`src/rtl/seq_mul_ctrl.sv`:
```
// rtl/seq_mul_ctrl.sv - unsigned shift-and-add multiplier sequencer (optional SEQ_MUL_ZERO_SKIP_EN)
module seq_mul_ctrl #(
    parameter int W = 8
) (
    input  logic           CLK,
    input  logic           RST_N,
    input  logic           START,
    input  logic [W-1:0]   A,
    input  logic [W-1:0]   B,
    output logic           BUSY,
    output logic           DONE,
    output logic [2*W-1:0] PRODUCT
);

    localparam int CW = $clog2(W) + 1;
    localparam logic [CW-1:0] LAST_CNT = CW'(W - 1);

    localparam logic [1:0] S_IDLE  = 2'd0;
    localparam logic [1:0] S_ADD   = 2'd1;
    localparam logic [1:0] S_SHIFT = 2'd2;
    localparam logic [1:0] S_DONE  = 2'd3;

    logic [1:0]    state;
    logic [W-1:0]  mcand;
    logic [W-1:0]  acc;
    logic [W-1:0]  mq;
    logic          c;
    logic [CW-1:0] cnt;
    logic [W:0]    alu_sum;
    logic          load;

    // Shared ALU in ADD mode: the extra top bit is the carry-out kept in c.
    assign alu_sum = {1'b0, acc} + {1'b0, mcand};
    assign load    = START && ((state == S_IDLE) || (state == S_DONE));

    always_ff @(posedge CLK) begin
        if (!RST_N) begin
            state <= S_IDLE;
            mcand <= '0;
            acc   <= '0;
            mq    <= '0;
            c     <= 1'b0;
            cnt   <= '0;
        end else if (load) begin
            mcand <= A;
            mq    <= B;
            acc   <= '0;
            c     <= 1'b0;
            cnt   <= '0;
            state <= S_ADD;
        end else begin
            case (state)
                S_ADD: begin
                    if (mq[0]) begin
                        {c, acc} <= alu_sum;
                        state    <= S_SHIFT;
                    end else begin
`ifdef SEQ_MUL_ZERO_SKIP_EN
                        // Nothing to add: fold the shift into this cycle.
                        {c, acc, mq} <= {1'b0, 1'b0, acc, mq[W-1:1]};
                        cnt          <= cnt + CW'(1);
                        state        <= (cnt == LAST_CNT) ? S_DONE : S_ADD;
`else
                        c     <= 1'b0;
                        state <= S_SHIFT;
`endif
                    end
                end
                S_SHIFT: begin
                    // Carry from the add drops into acc[W-1] here.
                    {c, acc, mq} <= {1'b0, c, acc, mq[W-1:1]};
                    cnt          <= cnt + CW'(1);
                    state        <= (cnt == LAST_CNT) ? S_DONE : S_ADD;
                end
                S_DONE: begin
                    state <= S_IDLE;
                end
                default: begin
                    state <= S_IDLE;
                end
            endcase
        end
    end

    assign BUSY    = (state == S_ADD) || (state == S_SHIFT);
    assign DONE    = (state == S_DONE);
    assign PRODUCT = {acc, mq};

endmodule

```
`config.mk`:
```
export PLATFORM = sky130hd
export DESIGN_NAME = seq_mul_ctrl
export DESIGN_NICKNAME = d
export VERILOG_FILES = /design/src/rtl/seq_mul_ctrl.sv
export SDC_FILE = /design/constraint.sdc
export NUM_CORES = 1
export LEC_CHECK = 0
export ABC_AREA = 1
export ABC_CLOCK_PERIOD_IN_PS = 1640
export BUFFER_PORTS_ARGS = -buffer_cell sky130_fd_sc_hd__buf_4
export CAP_MARGIN = 20
export CELL_PAD_IN_SITES_DETAIL_PLACEMENT = 1
export CELL_PAD_IN_SITES_GLOBAL_PLACEMENT = 1
export CORE_MARGIN = 2
export CORE_UTILIZATION = 38
export CTS_BUF_LIST = sky130_fd_sc_hd__clkbuf_8 sky130_fd_sc_hd__clkbuf_16
export CTS_CLUSTER_DIAMETER = 200
export CTS_CLUSTER_SIZE = 24
export DETAILED_ROUTE_END_ITERATION = 10
export GPL_TIMING_DRIVEN = 0
export PLACE_DENSITY_LB_ADDON = 0.1
export SETUP_SLACK_MARGIN = 0.5
export SLEW_MARGIN = 5
export SYNTH_ARGS = -nofsm -noshare
export SYNTH_HDL_FRONTEND = slang
export SYNTH_SLANG_ARGS = --single-unit
export TNS_END_PERCENT = 100
```
`constraint.sdc`:
```
create_clock -name CLK -period 1.64 [get_ports CLK]
set_input_delay 0.082 -clock CLK [delete_from_list [all_inputs] [get_ports CLK]]
set_output_delay 0.082 -clock CLK [all_outputs]
set_load 0.05 [all_outputs]
```
# Word-level counts from Yosys, hierarchy flattened
# Cells that the tools add are included.
[word_totals]
reg_bits = 31
inputBits = 19
out_inout_bits = 18
word_cells = 32
[op_classes]
addsub = 2
eq_ne = 5
muxes = 9
bitwise = 1
n_reduce_logical = 8
[op_table]
columns = ["cell", "n"]
rows = [
  ["2-to-1 mux 8 bit", 3],
  ["one-hot mux 8 bit (2 select lines)", 1],
  ["adder 8 x 8 -> 9 bit", 1],
  ["adder 4 x 1 -> 4 bit (second input constant)", 1],
  ["== test 2 bit (second input constant)", 2],
  ["== test 4 x 3 -> 1 bit (second input constant)", 1],
  ["one-hot mux 2 bit (2 select lines)", 1],
  ["nonzero test 2 bit", 2],
  ["== test 2 x 1 -> 1 bit (second input constant)", 1],
  ["zero test 2 bit", 1],
  ["logical OR 1 bit", 2],
  ["2-to-1 mux 1 bit", 2],
  ["2-to-1 mux 2 bit", 1],
  ["inequality test 2 bit (second input constant)", 1],
  ["one-hot mux 1 bit (2 select lines)", 1],
  ["AND reduction 2 bit", 1],
  ["OR reduction 2 bit", 1],
  ["logical AND 1 bit", 1],
  ["inverter 1 bit", 1],
]

# Longest topological paths before layout
[depth]
word_depth = 4
depth_mapped = 9
depth_no_buf = 9

# Worst setup path after synthesis
# No wires, ideal clock.
[synth_timing]
path_type = "reg2reg"
startpoint = "register acc[0]"
endpoint = "register acc[6]"
setup_ns = 0.120
arrival_ns = 1.808
required_time_ns = 1.520
slack_ns = -0.288
path_stages_with_launch = 10
path_buffers = 0
period_less_slack_ns = 1.928
path_cell_list = "dfxtp_1 ha_1 inv_1 fa_1 o21ai_2 nand2_1 nand2_1 nand2_1 nand3_1 a21oi_1"
[synth_between]
elab_chain_cells = 3
[synth_lines]
columns = ["item", "line_no", "source"]
rows = [
  ["start: declaration", "25", "logic [W-1:0] acc;"],
  ["start signal: assignment", "55", "{c, acc} <= alu_sum;"],
  ["start signal: assignment", "71", "{c, acc, mq} <= {1'b0, c, acc, mq[W-1:1]};"],
  ["adder 8 x 8 -> 9 bit", "33", "assign alu_sum = {1'b0, acc} + {1'b0, mcand};"],
  ["2-to-1 mux 8 bit", "54", "if (mq[0]) begin"],
  ["one-hot mux 8 bit (2 select lines)", "52", "case (state)"],
]
# Every way passes these cells. The select of a mux whose other input is x is not followed.
# A chain may end at the register's enable or synchronous reset.

# Final worst setup path
[layout_timing]
startpoint = "register mcand[0]"
endpoint = "register c"
[layout_between]
elab_chain_cells = 3
[layout_lines]
columns = ["item", "line_no", "source"]
rows = [
  ["start: declaration", "24", "logic [W-1:0] mcand;"],
  ["start signal: assignment", "39", "mcand <= '0;"],
  ["start signal: assignment", "45", "mcand <= A;"],
  ["adder 8 x 8 -> 9 bit", "33", ""],
  ["2-to-1 mux 1 bit", "54", ""],
  ["one-hot mux 1 bit (2 select lines)", "52", ""],
  ["end signal: assignment", "55", ""],
  ["end signal: assignment", "71", ""],
  ["end: declaration", "27", "logic c;"],
]
# Every way passes these cells.

==> flow_summary.toml <==
[floorplanning]
chipWidth_um = 69.9
initial_core_util = 0.404
ios = 37
dieArea_mm2 = 0.00488
die_y_um = 69.9
core_mm2 = 0.00409
fp-row-count = 23

[hold_path]
hold_path_class = "in2reg"
hp-start = "A[5]"

[synthesis]
synthCells = 227
synthTopCellsByArea = "dfxtp_1, nand2_1, ha_1, a21oi_1, nor2_1"
syn_avg_cell_area_um2 = 7.26
ys_ff_latch = 31
synth_area_mm2 = 0.00165
yosysWarnings = 0
syn_nets = 259
synth.largest_area_cell = "dfxtp_1"
ys_types = 29
synth_seq_area_share = 0.376
synth_top_area_share = 0.376

[route]
ant_nets = 0
post_drt_via_cell_ratio = 5.63
wirelength_um = 7760
dr_total_vias = 1981
drtPass1Iterations = 4
drc = 0
drt_iter0_markers = 86
wire_per_inst_um = 22.0

[worst_setup_path]
cp.required_ns = 1.86
worstSetupPathType = "reg2reg"
endpoint_kind = "register"
cpMostUsedCell = "nand2_1"
rrSetupSlack_ns = -0.06
max_stage_delay_ns = 0.38
critPathLaunchType = "register"
reg2reg_to = "c$_SDFFE_PP0P_"
rr_worst_depth = 8
cp_top_family = "adder cells"
r2r_start = "mcand[0]$_SDFFE_PN0P_"
path_cells = "ha_4, inv_2, fa_2, o21ai_4, nand4_1, nand2_1, nand2_1, a21oi_2"
cp.depth = 8
critPathArrivalTime_ns = 1.92
crit_path_end = "c$_SDFFE_PP0P_"
critPathSlowestCell = "fa_2"
crit_start = "mcand[0]$_SDFFE_PN0P_"
path_buf_inv = 1
critPathMaxFanout = 4

[place]
dp_slack_ns = 0.0323
place_hpwl_um = 3570
dp.cells = 313
gp_congestion = 0.746
portBuffers = 36

[sta]
slew_headroom = 0.386
grt_setup_unrepaired = "true"
hold_viol_final = 0
slew_violations = 0
setup_viol = 1
worst_pin_slew_ns = 0.922
fmax_ghz = 0.588
fin_crit_sh = 1.04
fin_skew_ns = 0.00867
finalWorstSetupSlack_ns = -0.0621
post-route-min-period_ns = 1.70
finalSetupTns_ns = -0.0621

[power_and_ir_drop]
ir_drop_mv = 0.525
finalPower_mw = 2.11
p_leak_nw = 1.20
p_per_area_mw_per_mm2 = 753

[clock_network]
hold_buffers = 0
path_clk_slew_ns = 0.07
clockBufferDepth = 2
cts_tree = "done"
cts.sink_count = 31
cts_inserted_buffers = 5
clock_latency_ns = 0.29
htreeDepth = 2
cts_root_buffer = "clkbuf_8"

[flow_run]
max-cap-violations = 0

[outcome]
violations = "negative setup slack"
status = "complete, but fails checks"

[cells_and_area]
nets = 333
drive_gt1_frac = 0.536
instances_no_fill = 352
antenna_cells = 0
fill_cells = 459
synthToLayoutAreaGrowth_pct = 69.7

[grt]
grt_pass1_vias = 1945
grt_pass1_wl_um = 9000
grt_overflow = 0
grt_max_degree = 11
antenna_found_initial = 0
track_usage = 0.238
## cell type report
class,instances,area [um2],area share
well taps,50,62.6,0.0224
clock inverters,1,3.75,0.00134
flip-flops and latches,31,659,0.236
repair buffers,67,578,0.207
inverters,21,106,0.0380
clock buffers,7,96.3,0.0344
plain buffers,6,57.6,0.0206
multi-input cells,169,1230,0.441
## tightest hold or removal path, cell delays in order
cell and delay, ns:
buf_4 0.09, o21ai_2 0.05, nor2_1 0.07
## synthesized netlist by cell type
| library cell | number |
|---|---|
| nand3b_1 | 2 |
| or2_1 | 1 |
| nor3_1 | 4 |
| a21oi_1 | 23 |
| or2_0 | 1 |
| fa_1 | 1 |
| nand3_1 | 14 |
| nand2_1 | 51 |
| nor2_1 | 24 |
| nor2_4 | 1 |
| nand2_4 | 1 |
| o21ai_4 | 1 |
| or2_2 | 1 |
| and3_1 | 1 |
| nor2_2 | 1 |
| o21a_1 | 1 |
| clkbuf_1 | 3 |
| nand4_1 | 1 |
| inv_2 | 3 |
| inv_1 | 17 |
| inv_4 | 1 |
| o21ai_0 | 17 |
| dfxtp_1 | 31 |
| o21ai_2 | 1 |
| a31oi_1 | 9 |
| ha_1 | 12 |
| buf_2 | 2 |
| buf_6 | 1 |
| xnor2_1 | 1 |
## cell usage in the layout (no fill, tap or decap), types with 11 or more instances in the layout
master   count
nor2_1      20
nand3_1     13
buf_6       11
buf_4       55
o21ai_2     12
nand2_1     43
inv_1       14
a21oi_1     13
dfxtp_1     14
## per-stage QoR
stage,utilization,cell area [um2],hold slack (ns)
2_1_floorplan,-,1800,0.228
3_3_place_gp,0.522,2130,0.315
3_5_place_dp,0.522,2130,0.326
4_1_cts,0.602,2460,0.0186
5_1_grt,0.685,2800,0.0318
6_report,0.685,2800,0.0335
## power by group
group / total (mW) / switching (mW) / internal, mW
logic: 0.600 / 0.334 / 0.265
clock network: 0.681 / 0.304 / 0.377
registers: 0.826 / 0.0409 / 0.785
total: 2.11 / 0.680 / 1.43
## timing repair
action | in CTS | in global routing
setup buffers | 20 | 10
resized for setup | 25 | 62
cloned | 0 | 1
pin swaps | 15 | 17
endpoints found under the setup margin | 31 | 33
## metal layers
layer / global-route usage / routed length (um)
met2: 0.441 / 4090
met3: 0.0620 / 370
met5: 0 / 0
met1: 0.259 / 3020
met4: 0.0812 / 280
## flip-flops by register name (all words and copies together), names as in the netlist
signal,cells
acc,8
c,1
cnt,4
mcand,8
mq,8
state,2
## kinds of logic (layout without fill, tap and decap cells)
logic type	Yosys count	count (layout)	synth area share
AO/OA/AOI/OAI	52	52	0.175
XOR/XNOR	1	1	0.00531
adder cells (fa/ha/maj)	13	13	0.103
buffers and inverters	27	102	0.0690
flip-flops	31	31	0.376
AND/OR/NAND/NOR	103	103	0.271
## how the worst min path moves through the flow
stage,end,slack (ns),cells past startpoint
final,mcand[5]$_SDFFE_PN0P_,0.03,3
after global routing,mcand[5]$_SDFFE_PN0P_,0.03,3
after CTS,mcand[3]$_SDFFE_PN0P_,0.02,3
after detailed placement,mcand[3]$_SDFFE_PN0P_,0.33,3
after global placement,mcand[2]$_SDFFE_PN0P_,0.31,3
after floorplan,mcand[0]$_SDFFE_PN0P_,0.23,2
(Power assumes the default switching activity.)
